===== src/rtl/neuron_seq_ctrl.sv =====
// Sequencer that buffers {W,X} operand pairs and streams them to a downstream
// MAC/ReLU neuron, then captures and presents the neuron's result.
module neuron_seq_ctrl #(
  parameter int unsigned WIDTH = 8,
  parameter int unsigned DEPTH = 16,
  parameter int unsigned CNT_W = $clog2(DEPTH + 1)
) (
  input  logic             clk,
  input  logic             rst,
  input  logic             ld_valid,
  output logic             ld_ready,
  input  logic [WIDTH-1:0] ld_w,
  input  logic [WIDTH-1:0] ld_x,
  input  logic             start,
  output logic             busy,
  output logic [CNT_W-1:0] count,
  output logic             mac_clr,
  output logic             en,
  output logic [WIDTH-1:0] W,
  output logic [WIDTH-1:0] X,
  input  logic [WIDTH-1:0] neuron_out,
  output logic             res_valid,
  input  logic             res_ready,
  output logic [WIDTH-1:0] res_data
);

  localparam int unsigned AW = (DEPTH > 1) ? $clog2(DEPTH) : 1;
  localparam logic [CNT_W-1:0] DepthC = CNT_W'(DEPTH);

  typedef enum logic [2:0] {
    StIdle,
    StClear,
    StRun,
    StDrain,
    StCapture,
    StDone
  } state_e;

  state_e           state_q, state_d;
  logic [CNT_W-1:0] count_q, count_d;
  logic [CNT_W-1:0] rd_ptr_q, rd_ptr_d;
  logic [WIDTH-1:0] res_data_q;
  logic [WIDTH-1:0] mem_w [DEPTH];
  logic [WIDTH-1:0] mem_x [DEPTH];
  logic             load;

  assign ld_ready = (state_q == StIdle) && (count_q < DepthC);
  assign load     = ld_valid && ld_ready;

  // Next-state, pointer and count logic.
  always_comb begin
    state_d  = state_q;
    count_d  = count_q;
    rd_ptr_d = rd_ptr_q;
    if (load) begin
      count_d = count_q + 1'b1;
    end
    unique case (state_q)
      StIdle: begin
        // count_d already includes a same-cycle load, so the run sees it.
        if (start && (count_d != '0)) begin
          state_d = StClear;
        end
      end
      StClear: state_d = StRun;
      StRun: begin
        rd_ptr_d = rd_ptr_q + 1'b1;
        if (rd_ptr_d == count_q) begin
          state_d = StDrain;
        end
      end
      StDrain:   state_d = StCapture;
      StCapture: state_d = StDone;
      StDone: begin
        if (res_ready) begin
          state_d  = StIdle;
          count_d  = '0;
          rd_ptr_d = '0;
        end
      end
      default: state_d = StIdle;
    endcase
  end

  // Control state registers.
  always_ff @(posedge clk or negedge rst) begin
    if (!rst) begin
      state_q  <= StIdle;
      count_q  <= '0;
      rd_ptr_q <= '0;
    end else begin
      state_q  <= state_d;
      count_q  <= count_d;
      rd_ptr_q <= rd_ptr_d;
    end
  end

  // Result register, only written while capturing.
  always_ff @(posedge clk or negedge rst) begin
    if (!rst) begin
      res_data_q <= '0;
    end else if (state_q == StCapture) begin
      res_data_q <= neuron_out;
    end
  end

  // Operand buffer; entries at or above count are never read, so no reset.
  always_ff @(posedge clk) begin
    if (load) begin
      mem_w[count_q[AW-1:0]] <= ld_w;
      mem_x[count_q[AW-1:0]] <= ld_x;
    end
  end

  // Output decode from state.
  always_comb begin
    busy      = (state_q != StIdle);
    mac_clr   = (state_q == StClear);
    en        = (state_q == StRun);
    res_valid = (state_q == StDone);
    W         = '0;
    X         = '0;
    if (state_q == StRun) begin
      W = mem_w[rd_ptr_q[AW-1:0]];
      X = mem_x[rd_ptr_q[AW-1:0]];
    end
  end

  assign count    = count_q;
  assign res_data = res_data_q;

endmodule

===== config.mk =====
export PLATFORM = sky130hd
export DESIGN_NAME = neuron_seq_ctrl
export DESIGN_NICKNAME = d
export VERILOG_FILES = /design/src/rtl/neuron_seq_ctrl.sv
export SDC_FILE = /design/constraint.sdc
export NUM_CORES = 1
export LEC_CHECK = 0
export ABC_AREA = 1
export CAP_MARGIN = 0
export CORE_ASPECT_RATIO = 1.25
export CORE_MARGIN = 1
export CORE_UTILIZATION = 30
export CTS_CLUSTER_DIAMETER = 100
export DETAILED_ROUTE_END_ITERATION = 10
export MAX_ROUTING_LAYER = met4
export PLACE_DENSITY = 0.54
export SKIP_CTS_REPAIR_TIMING = 1
export SLEW_MARGIN = 20
export SYNTH_ARGS = -nofsm -noshare
export SYNTH_HDL_FRONTEND = slang
export SYNTH_SLANG_ARGS = --single-unit

===== constraint.sdc =====
create_clock -name clk -period 2.7 [get_ports clk]
set_clock_uncertainty 0.2 [all_clocks]
set_input_delay 0.27 -clock clk [delete_from_list [all_inputs] [get_ports clk]]
set_output_delay 0.27 -clock clk [all_outputs]
set_load 0.005 [all_outputs]

==> metrics.md <==
| Metric | Value |
|---|---|
| Outcome | `complete, but fails checks` |
| Violated checks | `negative setup slack` |
| Highest fanout seen on the critical path | `6` |
| Top cell type's share of synthesized area | `between 60% and 70%` |
| Clock buffers created by TritonCTS | `28` |
| Logic gate share of total power | `between 30 and 40%` |
| Worst Reg2Reg Path Length in Cells | `13` |
| Cells after synthesis | `840` |
| Highest clock rate | `0.3576 GHz` |
| Vias per inst | `5.140` |
| Final RePlAce weighted congestion | `between 0.8 and 0.9` |
| Global-route wire length before repair | `43,890 um` |
| RSZ-0062 raised after global routing | `yes` |
| Sum of overflow across all layers after global routing | `0` |
| Port buffer count | `just over 60` |
| Largest delay share family, worst path | `buffers and inverters` |
| Power Density | `1032 mW/mm2` |
| Post-synthesis register bit count | `between 200 and 300` |
| Path category of the worst min-delay check | `in2reg` |
| Max-slew headroom at the worst pin | `~57%` |
| Mean instance size in the synthesized netlist | `13.30 um2` |
| Number of buffers and inverters on the critical path | `5` |
| Lkg Pwr | `about 4.8 nW` |
| Clock buffer depth | `3` |
| Top-Level Pins | `63` |
| Ys Warns | `0` |
| Worst-skew pair later-pin latency | `roughly 0.55 ns` |
| Initial antenna violation count | `0` |
| CP cell instances | `buf_12 > clkinv_8 > clkbuf_16 > buf_8 > nor2_2 > o22ai_1 > o211ai_1 > a21oi_2 > buf_2` |
| Number of remaining DRC errors | `0` |
| Final non-filler cell area | `roughly 0.014 mm2` |
| Number of global-route vias before repair | `roughly 7.2k` |
| WS Path Type | `reg2out` |
| Clock slew at the register clock pins of the worst setup and hold paths | `around 0.060 ns` |
| Internal power component | `around 10 mW` |
| Post-Route WL | `between 30,000 and 40,000 um` |
| End point of the worst hold path | `res_data[2]` |
| Maxcap violations | `0` |
| Most area-consuming cells after synthesis | `sky130_fd_sc_hd__edfxtp_1, sky130_fd_sc_hd__nor2_1, sky130_fd_sc_hd__o21ai_0` |
| FF-to-FF End | `state_q[0]` |
| Final worst slack | `-0.09672 ns` |
| Sequential standard cell area | `a little over 0.008 mm2` |
| Endpoint kind of the worst setup timing path | `output pin` |
| Initial Utilization | `~31%` |
| Number of nets in the layout | `a little under 1k` |
| Post-Place Worst Slack | `roughly 0.15 ns` |
| Largest stage delay on the critical path | `0.57 ns` |
| Diodes inserted | `0` |
| Share of the clock period used by the worst path after layout | `103.6%` |
| Number of cells traversed by the worst hold path | `2` |
| Setup total negative slack | `-0.2518 ns` |
| Worst-Margin Slew | `around 0.64 ns` |
| Number of nets produced by synthesis | `approximately 870` |
| Critical-path cell with the highest stage delay | `sky130_fd_sc_hd__dfrtp_4` |
| Startpoint of the lowest-slack hold path | `neuron_out[2]` |
| Hold violation total from the final report | `0` |
| Number of rows created at floorplan | `between 70 and 80` |
| RR Startpoint | `rd_ptr_q[0]` |
| Wirelength per Cell | `about 22 um` |
| Core footprint | `~0.037 mm2` |
| Clk pwr share | `26.4%` |
| Aggregate global-route resource usage | `about 16%` |
| Placement Cell Area | `between 0.01 and 0.015 mm2` |
| Die W | `between 150 and 200 um` |
| Root cell of the clock tree | `sky130_fd_sc_hd__clkbuf_16` |
| Count of unique library cells instantiated by Yosys | `32` |
| Sequential Power Share | `34.8%` |
| Area of combinational cells with multiple inputs | `around 0.0028 mm2` |
| Register-to-Register Setup Slack | `approximately 0.37 ns` |
| Category of the worst setup path launch point | `flop` |
| Total number of vias | `roughly 7.5k` |
| Die height | `around 220 um` |
| Max Transition Viols Final | `0` |
| Final setup viols | `6` |
| Yosys top cell by area | `sky130_fd_sc_hd__edfxtp_1` |
| Arrival time at the worst endpoint | `between 2 and 2.5 ns` |
| Final worst path period need | `2.797 ns` |
| Area growth from synthesis to layout | `29.76%` |
| Overall die area | `0.03801 mm2` |
| Total net switching power | `between 5 and 6 mW` |
| Total placed cells including tap cells | `roughly 1.4k` |
| Number of sinks driven by the clock tree | `around 280` |
| Sequential-to-total area share from yosys stat | `73.54%` |
| Total number of H-tree levels | `1` |
| Pin count of the biggest net entering global routing | `77` |
| First DRT Iteration DRCs | `660` |
| Post-detail-place hpwl | `approximately 16,000 um` |
| Worst supply voltage drop on vdd | `about 0.52 mV` |
| Share of cells above drive strength 1 | `about 23%` |
| Fillers | `about 3.5k` |
| Antenna-violating nets left | `0` |
| TritonCTS clock tree | `yes` |
| Post-route non-filler standard cell count | `between 1k and 1.5k` |
| Critical Path RT | `around 2.2 ns` |
| Total iterations of the first detailed-routing run | `4` |
| Synthesized cell area | `approximately 0.011 mm2` |
| Net switching share of the total power | `34.27%` |
[metal layers]
metal	track usage [%]	vias up	wire length (um)
li1	-	3395	-
met1	20.15	3796	14000
met2	25.39	239	15720
met3	2.354	69	1656
met4	6.464	0	1191
met5	-	-	0
[power by group through the flow]
stage / clock network, mW / registers, mW / logic (mW)
final: 3.94 / 5.21 / 5.81
after global routing: 4.16 / 5.23 / 6.20
after detailed placement: 0 / 5.27 / 4.32
after CTS: 4.01 / 5.18 / 4.33
after global placement: 0 / 5.26 / 4.28
after floorplan: 0 / 5.19 / 2.63
[worst max path at each step]
stage	slack, ns	end	cells after the start	start
floorplan	0.17	mem_w[7][0]	3	state_q[0]
global placement	0.13	X[5]	6	rd_ptr_q[0]
detailed placement	0.15	X[5]	6	rd_ptr_q[0]
CTS	-0.48	X[3]	8	rd_ptr_q[0]
global route	-0.17	X[4]	9	rd_ptr_q[0]
finish	-0.1	X[4]	9	rd_ptr_q[0]
[area by class of cell]
cell class / count / share of cell area [%]
Sequential cell: 277 / 56.72
Multi-Input combinational cell: 482 / 19.63
Timing Repair Buffer: 140 / 12.01
Clock buffer: 33 / 5.111
Tap cell: 480 / 4.144
Clock inverter: 19 / 1.304
Inverter: 26 / 0.8548
Timing Repair inverter: 2 / 0.2245
[cell usage in the layout, fill, tap and decap left out, drive strengths merged, types with 5 or more instances in the layout]
cell type      count
nor2             159
edfxtp           256
o221ai            45
mux2               8
nand2             34
clkdlybuf4s50     46
clkinv            17
o22ai             25
dfrtp             21
buf               78
nand3             27
clkbuf            47
ha                 5
o21ai            132
inv               24
a21oi             19
o211ai            19
[cells by family (layout without fill, tap and decap cells)]
| logic type | Yosys count | after routing | synth area share [%] |
|---|---|---|---|
| AO/OA/AOI/OAI | 241 | 241 | 13.04 |
| XOR/XNOR | 2 | 2 | 0.1569 |
| adder cells (fa/ha/maj) | 5 | 5 | 0.5602 |
| buffers and inverters | 81 | 220 | 3.697 |
| flip-flops | 277 | 277 | 73.54 |
| multiplexers | 8 | 8 | 0.8067 |
| AND/OR/NAND/NOR | 226 | 226 | 8.201 |
[registers in the layout, summed over array words and instances, names as in the netlist]
signal	count
mem_w	128
state_q	3
count	5
mem_x	128
rd_ptr_q	5
res_data	8
[metrics by stage]
stage | hold slack (ns) | total power [mW] | utilization [%]
2_1_floorplan | -0.2256 | 7.822 | -
3_3_place_gp | 0.2884 | 9.537 | 34.85
3_5_place_dp | 0.2937 | 9.586 | 34.85
4_1_cts | -0.09019 | 13.53 | 37.39
5_1_grt | 0.1299 | 15.60 | 39.70
6_report | 0.1297 | 14.95 | 39.70
[Yosys cell counts, drive strengths merged]
cell	number
nand4	3
clkbuf	26
or2	1
a21oi	19
o21ai	132
xor2	2
buf	29
o21bai	1
o22ai	25
mux2	8
nand2	34
o221ai	45
clkinv	1
ha	5
nor2	159
nand3	27
dfrtp	21
inv	25
o211ai	19
edfxtp	256
nor3	2
(Power assumes the default switching activity.)
